## src/rtl/wless_tx_buffer_pkg.sv

```systemverilog
// rtl/wless_tx_buffer_pkg.sv - shared defaults and FSM encoding for the wireless TX buffer
package wless_tx_buffer_pkg;

    localparam int DEF_DATA_WIDTH        = 8;
    localparam int DEF_FIFO_DEPTH        = 512;
    localparam int DEF_START_TRANS_LEVEL = 58;
    localparam int DEF_IDLE_TIMEOUT      = 200000;
    localparam int FILL_W                = 10;

    typedef enum logic [1:0] {
        ST_IDLE     = 2'd0,
        ST_COLLECT  = 2'd1,
        ST_DRAIN    = 2'd2,
        ST_WAIT_ACK = 2'd3
    } tx_state_t;

endpackage

```

## src/rtl/sync_fifo_512.sv

```systemverilog
// rtl/sync_fifo_512.sv - single-clock byte FIFO with occupancy count
module sync_fifo_512 #(
    parameter int DATA_WIDTH = 8,
    parameter int DEPTH      = 512
) (
    input  logic                          clk,
    input  logic                          rst,
    input  logic                          push,
    input  logic                          pop,
    input  logic [DATA_WIDTH-1:0]         din,
    output logic [DATA_WIDTH-1:0]         dout,
    output logic                          full,
    output logic                          empty,
    output logic [$clog2(DEPTH):0]        count
);
    localparam int AW = $clog2(DEPTH);
    localparam int CW = AW + 1;

    logic [DATA_WIDTH-1:0] mem [DEPTH];
    logic [AW-1:0]         wr_ptr;
    logic [AW-1:0]         rd_ptr;
    logic                  push_ok;
    logic                  pop_ok;

    assign full    = (count == CW'(DEPTH));
    assign empty   = (count == '0);
    // A push into a full FIFO is still taken when a pop frees the slot this cycle.
    assign push_ok = push && (!full || pop);
    assign pop_ok  = pop && !empty;
    assign dout    = mem[rd_ptr];

    always_ff @(posedge clk) begin
        if (push_ok) begin
            mem[wr_ptr] <= din;
        end
    end

    always_ff @(posedge clk or posedge rst) begin
        if (rst) begin
            wr_ptr <= '0;
            rd_ptr <= '0;
            count  <= '0;
        end else begin
            if (push_ok) wr_ptr <= wr_ptr + 1'b1;
            if (pop_ok)  rd_ptr <= rd_ptr + 1'b1;
            if (push_ok && !pop_ok)      count <= count + 1'b1;
            else if (!push_ok && pop_ok) count <= count - 1'b1;
        end
    end

endmodule

```

## src/rtl/wless_tx_buffer.sv

```systemverilog
// rtl/wless_tx_buffer.sv - collects MCU bytes and drains them in bursts to the node UART
module wless_tx_buffer
    import wless_tx_buffer_pkg::*;
#(
    parameter int DATA_WIDTH                  = DEF_DATA_WIDTH,
    parameter int FIFO512_DEPTH               = DEF_FIFO_DEPTH,
    parameter int START_WIRELESS_TRANS_VALUE  = DEF_START_TRANS_LEVEL,
    parameter int END_WAITING_SEND_WLESS_DATA = DEF_IDLE_TIMEOUT
) (
    input  logic                  internal_clk,
    input  logic                  rst,
    input  logic [DATA_WIDTH-1:0] data_from_uart_mcu,
    input  logic                  RX_flag_mcu,
    output logic [DATA_WIDTH-1:0] data_to_uart_node,
    output logic                  TX_use_node,
    input  logic                  TX_flag_node,
    output logic                  AUX,
    output logic [FILL_W-1:0]     fill_level,
    output logic                  overflow
);
    localparam int CW  = $clog2(FIFO512_DEPTH) + 1;
    localparam int ICW = $clog2(END_WAITING_SEND_WLESS_DATA) + 1;
    localparam logic [FILL_W-1:0] START_LVL = FILL_W'(START_WIRELESS_TRANS_VALUE);
    localparam logic [ICW-1:0]    IDLE_LAST = ICW'(END_WAITING_SEND_WLESS_DATA - 1);

    tx_state_t             state;
    tx_state_t             state_next;
    logic [ICW-1:0]        idle_cnt;
    logic [CW-1:0]         fifo_count;
    logic [CW-1:0]         count_next;
    logic [DATA_WIDTH-1:0] head;
    logic                  fifo_full;
    logic                  fifo_empty;
    logic                  fifo_pop;
    logic                  push_ok;

    sync_fifo_512 #(
        .DATA_WIDTH (DATA_WIDTH),
        .DEPTH      (FIFO512_DEPTH)
    ) u_fifo (
        .clk   (internal_clk),
        .rst   (rst),
        .push  (RX_flag_mcu),
        .pop   (fifo_pop),
        .din   (data_from_uart_mcu),
        .dout  (head),
        .full  (fifo_full),
        .empty (fifo_empty),
        .count (fifo_count)
    );

    assign fill_level = FILL_W'(fifo_count);
    assign push_ok    = RX_flag_mcu && (!fifo_full || fifo_pop);

    always_ff @(posedge internal_clk or posedge rst) begin
        if (rst) state <= ST_IDLE;
        else     state <= state_next;
    end

    always_comb begin
        state_next = state;
        case (state)
            ST_IDLE:     if (push_ok || !fifo_empty) state_next = ST_COLLECT;
            ST_COLLECT:  if (fill_level >= START_LVL || idle_cnt == IDLE_LAST) state_next = ST_DRAIN;
            // A byte landing in the last empty DRAIN cycle keeps the burst alive.
            ST_DRAIN:    if (fifo_empty && !RX_flag_mcu) state_next = ST_IDLE;
                         else if (!fifo_empty && !TX_flag_node) state_next = ST_WAIT_ACK;
            ST_WAIT_ACK: state_next = ST_DRAIN;
            default:     state_next = ST_IDLE;
        endcase
    end

    always_comb begin
        fifo_pop   = (state == ST_DRAIN) && !fifo_empty && !TX_flag_node;
        count_next = fifo_count;
        if (push_ok && !fifo_pop)      count_next = fifo_count + 1'b1;
        else if (!push_ok && fifo_pop) count_next = fifo_count - 1'b1;
    end

    always_ff @(posedge internal_clk or posedge rst) begin
        if (rst) begin
            idle_cnt <= '0;
        end else if (state_next != ST_COLLECT || RX_flag_mcu) begin
            idle_cnt <= '0;
        end else begin
            idle_cnt <= idle_cnt + 1'b1;
        end
    end

    always_ff @(posedge internal_clk or posedge rst) begin
        if (rst) begin
            TX_use_node       <= 1'b0;
            data_to_uart_node <= '0;
            overflow          <= 1'b0;
            AUX               <= 1'b1;
        end else begin
            TX_use_node <= fifo_pop;
            if (fifo_pop) data_to_uart_node <= head;
            if (RX_flag_mcu && fifo_full && !fifo_pop) overflow <= 1'b1;
            AUX <= (state_next == ST_IDLE) && (count_next == '0);
        end
    end

endmodule

```

## config.mk

```make
export PLATFORM = sky130hd
export DESIGN_NAME = wless_tx_buffer
export DESIGN_NICKNAME = d
export VERILOG_FILES = /design/src/rtl/wless_tx_buffer_pkg.sv /design/src/rtl/sync_fifo_512.sv /design/src/rtl/wless_tx_buffer.sv
export SDC_FILE = /design/constraint.sdc
export NUM_CORES = 2
export LEC_CHECK = 0
export BUFFER_PORTS_ARGS = -buffer_cell sky130_fd_sc_hd__buf_2
export CORE_ASPECT_RATIO = 0.8
export CORE_MARGIN = 2
export CORE_UTILIZATION = 63
export CTS_CLUSTER_DIAMETER = 80
export DETAILED_ROUTE_END_ITERATION = 7
export PLACE_DENSITY = 0.79
export SLEW_MARGIN = 20
export SYNTH_ARGS = -nofsm -noshare
export SYNTH_HDL_FRONTEND = slang
export SYNTH_SLANG_ARGS = --single-unit
```

## constraint.sdc

```tcl
create_clock -name internal_clk -period 3.52 [get_ports internal_clk]
set_clock_uncertainty 0.1 [all_clocks]
set_input_delay 0.352 -clock internal_clk [delete_from_list [all_inputs] [get_ports internal_clk]]
set_output_delay 0.352 -clock internal_clk [all_outputs]
set_load 0.02 [all_outputs]
```

==> results.md <==
* Worst-Margin Slew at 1.27 ns
* Setup WS pre-CTS at -0.345 ns
* HPWL Detailed at ~300000 um
* Wirelength per Cell at between 40 and 50 um
* Area delta synth->final at 17.6%
* Reg power frac at roughly 38%
* Crit path largest cell delay at between 0.6 and 0.7 ns
* Number of remaining DRC errors at 2
* CTS root buffer: clkbuf_16
* WP buf/inv at 4
* Total number of vias at between 90000 and 100k
* Slack of the critical path at -0.213 ns
* Detail-routed via count per cell at approximately 7.5
* Rows at about 170
* Maximum clock path buffer count at 4
* GRT Residual Overflow at 0
* Slew HR at 15.1%
* CP Capture Type: register
* Most frequent cells in the layout: 4096 x edfxtp_1, 1244 x buf_4, 1003 x mux4_2
* Largest net degree at the start of global routing at roughly 130
* Fin util at between 70% and 80%
* Clk slew on worst S/H paths at 0.06 ns
* Main flop type after synthesis: edfxtp_1
* Cts bufs inserted at between 300 and 400
* Fmax at approximately 270 MHz
* Sum Neg Setup Slack at -0.993 ns
* Setup Viol. Count Final at 8
* First-pass GRT wire length at between 700000 and 800000 um
* Net Count, Synth at 7593
* Global Route Usage Sum at roughly two fifths
* DRT Pass-1 Iters at 8
* RSZ-0062 raised after global routing: yes
* Most used cell, CP: buf_4
* Commonest non-fill, non-tap cell in the layout: edfxtp_1
* Failing checks: DRC, setup timing
* Nets@finish at 9016
* Synth async-reset ratio at 1.44%
* Post-Syn Area at around 160000 um2
* Final Cycle Share at 106%
* Die area at approximately 260000 um2
* Die height at between 400 and 500 um
* Final hold violations at 0
* Initial Util at between 60% and 70%
* H-tree Lvls at 5
* Max_cap viols at 0
* DR iter-0 viols at about 20000
* Routed WL at approximately 510000 um
* EDFF count, synth at about 4000
* Top Ports at 33
* Vias in the first global route at just over 90000
* Critical-path maximum fanout at 29
* Slowest cell on the critical path: o211ai_1
* Die W at around 570 um
* Distinct cell type count of the synthesized netlist at 78
* Ys Warns at 0
* Initial antenna violation count at 32
* Mapped Cells at 7571
* Core area at between 200000 and 300000 um2
* Worst hold path type: input port to register
* Peak supply drop at 0.824 mV
* Clock Power Share at around 28%
* Leak pwr at 62.7 nW
* Pint at just under 100 mW
* Psw at slightly below 50 mW
* Combinational Power Share at 34.5%
* Req. time, crit path at around 4.3 ns
* CP Cell Sequence: buf_4, or3b_4, buf_12, o221ai_2, a211oi_2, a311oi_2, buf_4, o22ai_1, buf_4, o211ai_1, o221a_2
* Min Tclk post-route at 3.73 ns
* Worst path arrival time at 4.48 ns
* Clock Sinks at 4156
* Seq cells post-synth at a little over 4000
* Status: finished, violations left
* Worst-skew pair later-pin latency at about 0.94 ns
* Critical path launch point type: register
* Largest delay share family, worst path: compound AO/OA/AOI/OAI gates
* Final ANT Viol Nets at 0
* Final Max Slew Viols at 0
* IO Port Bufs at 32
* Sw frac at around a third
* Syn_area_per_cell at 21.4 um2
* CTS tree: done
* Fraction of layout cells with a size suffix above 1 at 34.6%
* Sequential-to-total area share from yosys stat at about three quarters
* Kind of critical path: register to register
* Pwr per Cell Area at around 770 nW/um2
* RePlAce Congestion at ~0.94
==> sequential cells by signal, indices dropped and copies added, names as in the netlist <==
name               count
u_fifo.rd_ptr          9
overflow               1
state                  2
AUX                    1
data_to_uart_node      8
u_fifo.mem          4096
u_fifo.count          10
TX_use_node            1
idle_cnt              19
u_fifo.wr_ptr          9
==> worst reg2reg max path: cells and delay by family (launching register included) <==
| family | cells | cell delay, ns |
|---|---|---|
| AND/OR/NAND/NOR | 1 | 0.41 |
| AO/OA/AOI/OAI | 6 | 1.87 |
| flip-flops | 1 | 0.60 |
| buffers and inverters | 4 | 0.70 |
==> synthesized netlist by cell type, types with 22 or more instances <==
| master | count | area (um2) |
|---|---|---|
| nand3_1 | 37 | 185 |
| o22ai_1 | 54 | 338 |
| nor2_1 | 624 | 2340 |
| buf_6 | 62 | 698 |
| a22oi_1 | 131 | 983 |
| a221oi_1 | 53 | 464 |
| a22o_1 | 22 | 193 |
| edfxtp_1 | 4096 | 123000 |
| nor3_1 | 31 | 155 |
| mux4_2 | 1003 | 22600 |
| buf_2 | 128 | 641 |
| mux2_2 | 24 | 270 |
| mux2i_1 | 211 | 2110 |
| dfrtp_1 | 59 | 1480 |
| a211oi_1 | 27 | 203 |
| o21ai_0 | 50 | 250 |
| o221ai_1 | 53 | 464 |
| clkbuf_1 | 198 | 743 |
| xnor2_1 | 22 | 193 |
| nand2_1 | 178 | 668 |
| buf_4 | 33 | 248 |
| xor2_1 | 23 | 201 |
| a21oi_1 | 103 | 515 |
==> cell type report <==
cell class / instances / area, um2
timing repair buffer: 1516 / 14400
multi-input combinational: 2924 / 35100
inverter: 19 / 87.6
sequential: 4156 / 125000
fill: 12681 / 65200
tap: 3360 / 4200
clock inverter: 202 / 1770
antenna: 30 / 75.1
clock buffer: 477 / 10100
==> power groups by stage <==
stage          logic, mW  registers, mW  clock network (mW)
6_report            50.8           55.3                41.0
5_1_grt             50.7           55.3                42.4
4_1_cts             46.6           55.3                40.6
3_5_place_dp        43.6           56.4                   0
3_3_place_gp        42.9           56.3                   0
2_1_floorplan       24.8           56.1                   0
==> final timing paths <==
check	startpoint	to	slack (ns)	cells past startpoint
max	u_fifo.rd_ptr[1]	data_to_uart_node[0]	-0.21	11
min	data_from_uart_mcu[0]	u_fifo.mem[108][0]	0.32	2
max reg2reg	u_fifo.rd_ptr[1]	data_to_uart_node[0]	-0.21	11
min reg2reg	idle_cnt[0]	idle_cnt[0]	0.40	1
max in group asynchronous	rst	AUX	1.93	5
min in group asynchronous	rst	u_fifo.count[6]	0.60	4
==> stage by stage <==
stage	total power, mW	std cells	area [um2]	hold WS [ns]
after floorplan	80.9	7571	162000	0.351
after global placement	99.3	11857	176000	0.340
after detailed placement	99.9	11857	176000	0.349
after CTS	142	12582	189000	0.294
after global routing	148	12655	190000	0.324
final	147	12684	190000	0.325
==> cell families after synthesis <==
| logic type | Yosys count | share of synthesized area (%) |
|---|---|---|
| fa+ha+maj | 10 | 0.0774 |
| flops | 4156 | 77.0 |
| buf+inv | 491 | 1.87 |
| compound gates | 605 | 2.68 |
| mux | 1238 | 15.4 |
| simple gates | 1026 | 2.71 |
| xor+xnor | 45 | 0.244 |
==> metal layers <==
layer	wire length (um)	track usage (%)	part of all wire [%]	up-vias
li1	-	-	-	34473
met3	90500	14.3	18	2282
met5	279	0	0.054	-
met2	228000	56.2	44	11185
met1	160000	51.9	31	47759
met4	35700	20.7	6.9	38
==> repair_timing <==
| item | in CTS | in global routing |
|---|---|---|
| endpoints found under the setup margin | 8 | 15 |
| buffers inserted | 19 | 67 |
| endpoints found under the hold margin | 396 | 0 |
| gates resized for setup | 113 | 136 |
| hold buffers | 13 | 0 |
| cloned | 14 | 8 |
| pin swaps | 15 | 28 |
Note: power is estimated with default switching activity, not from simulation.
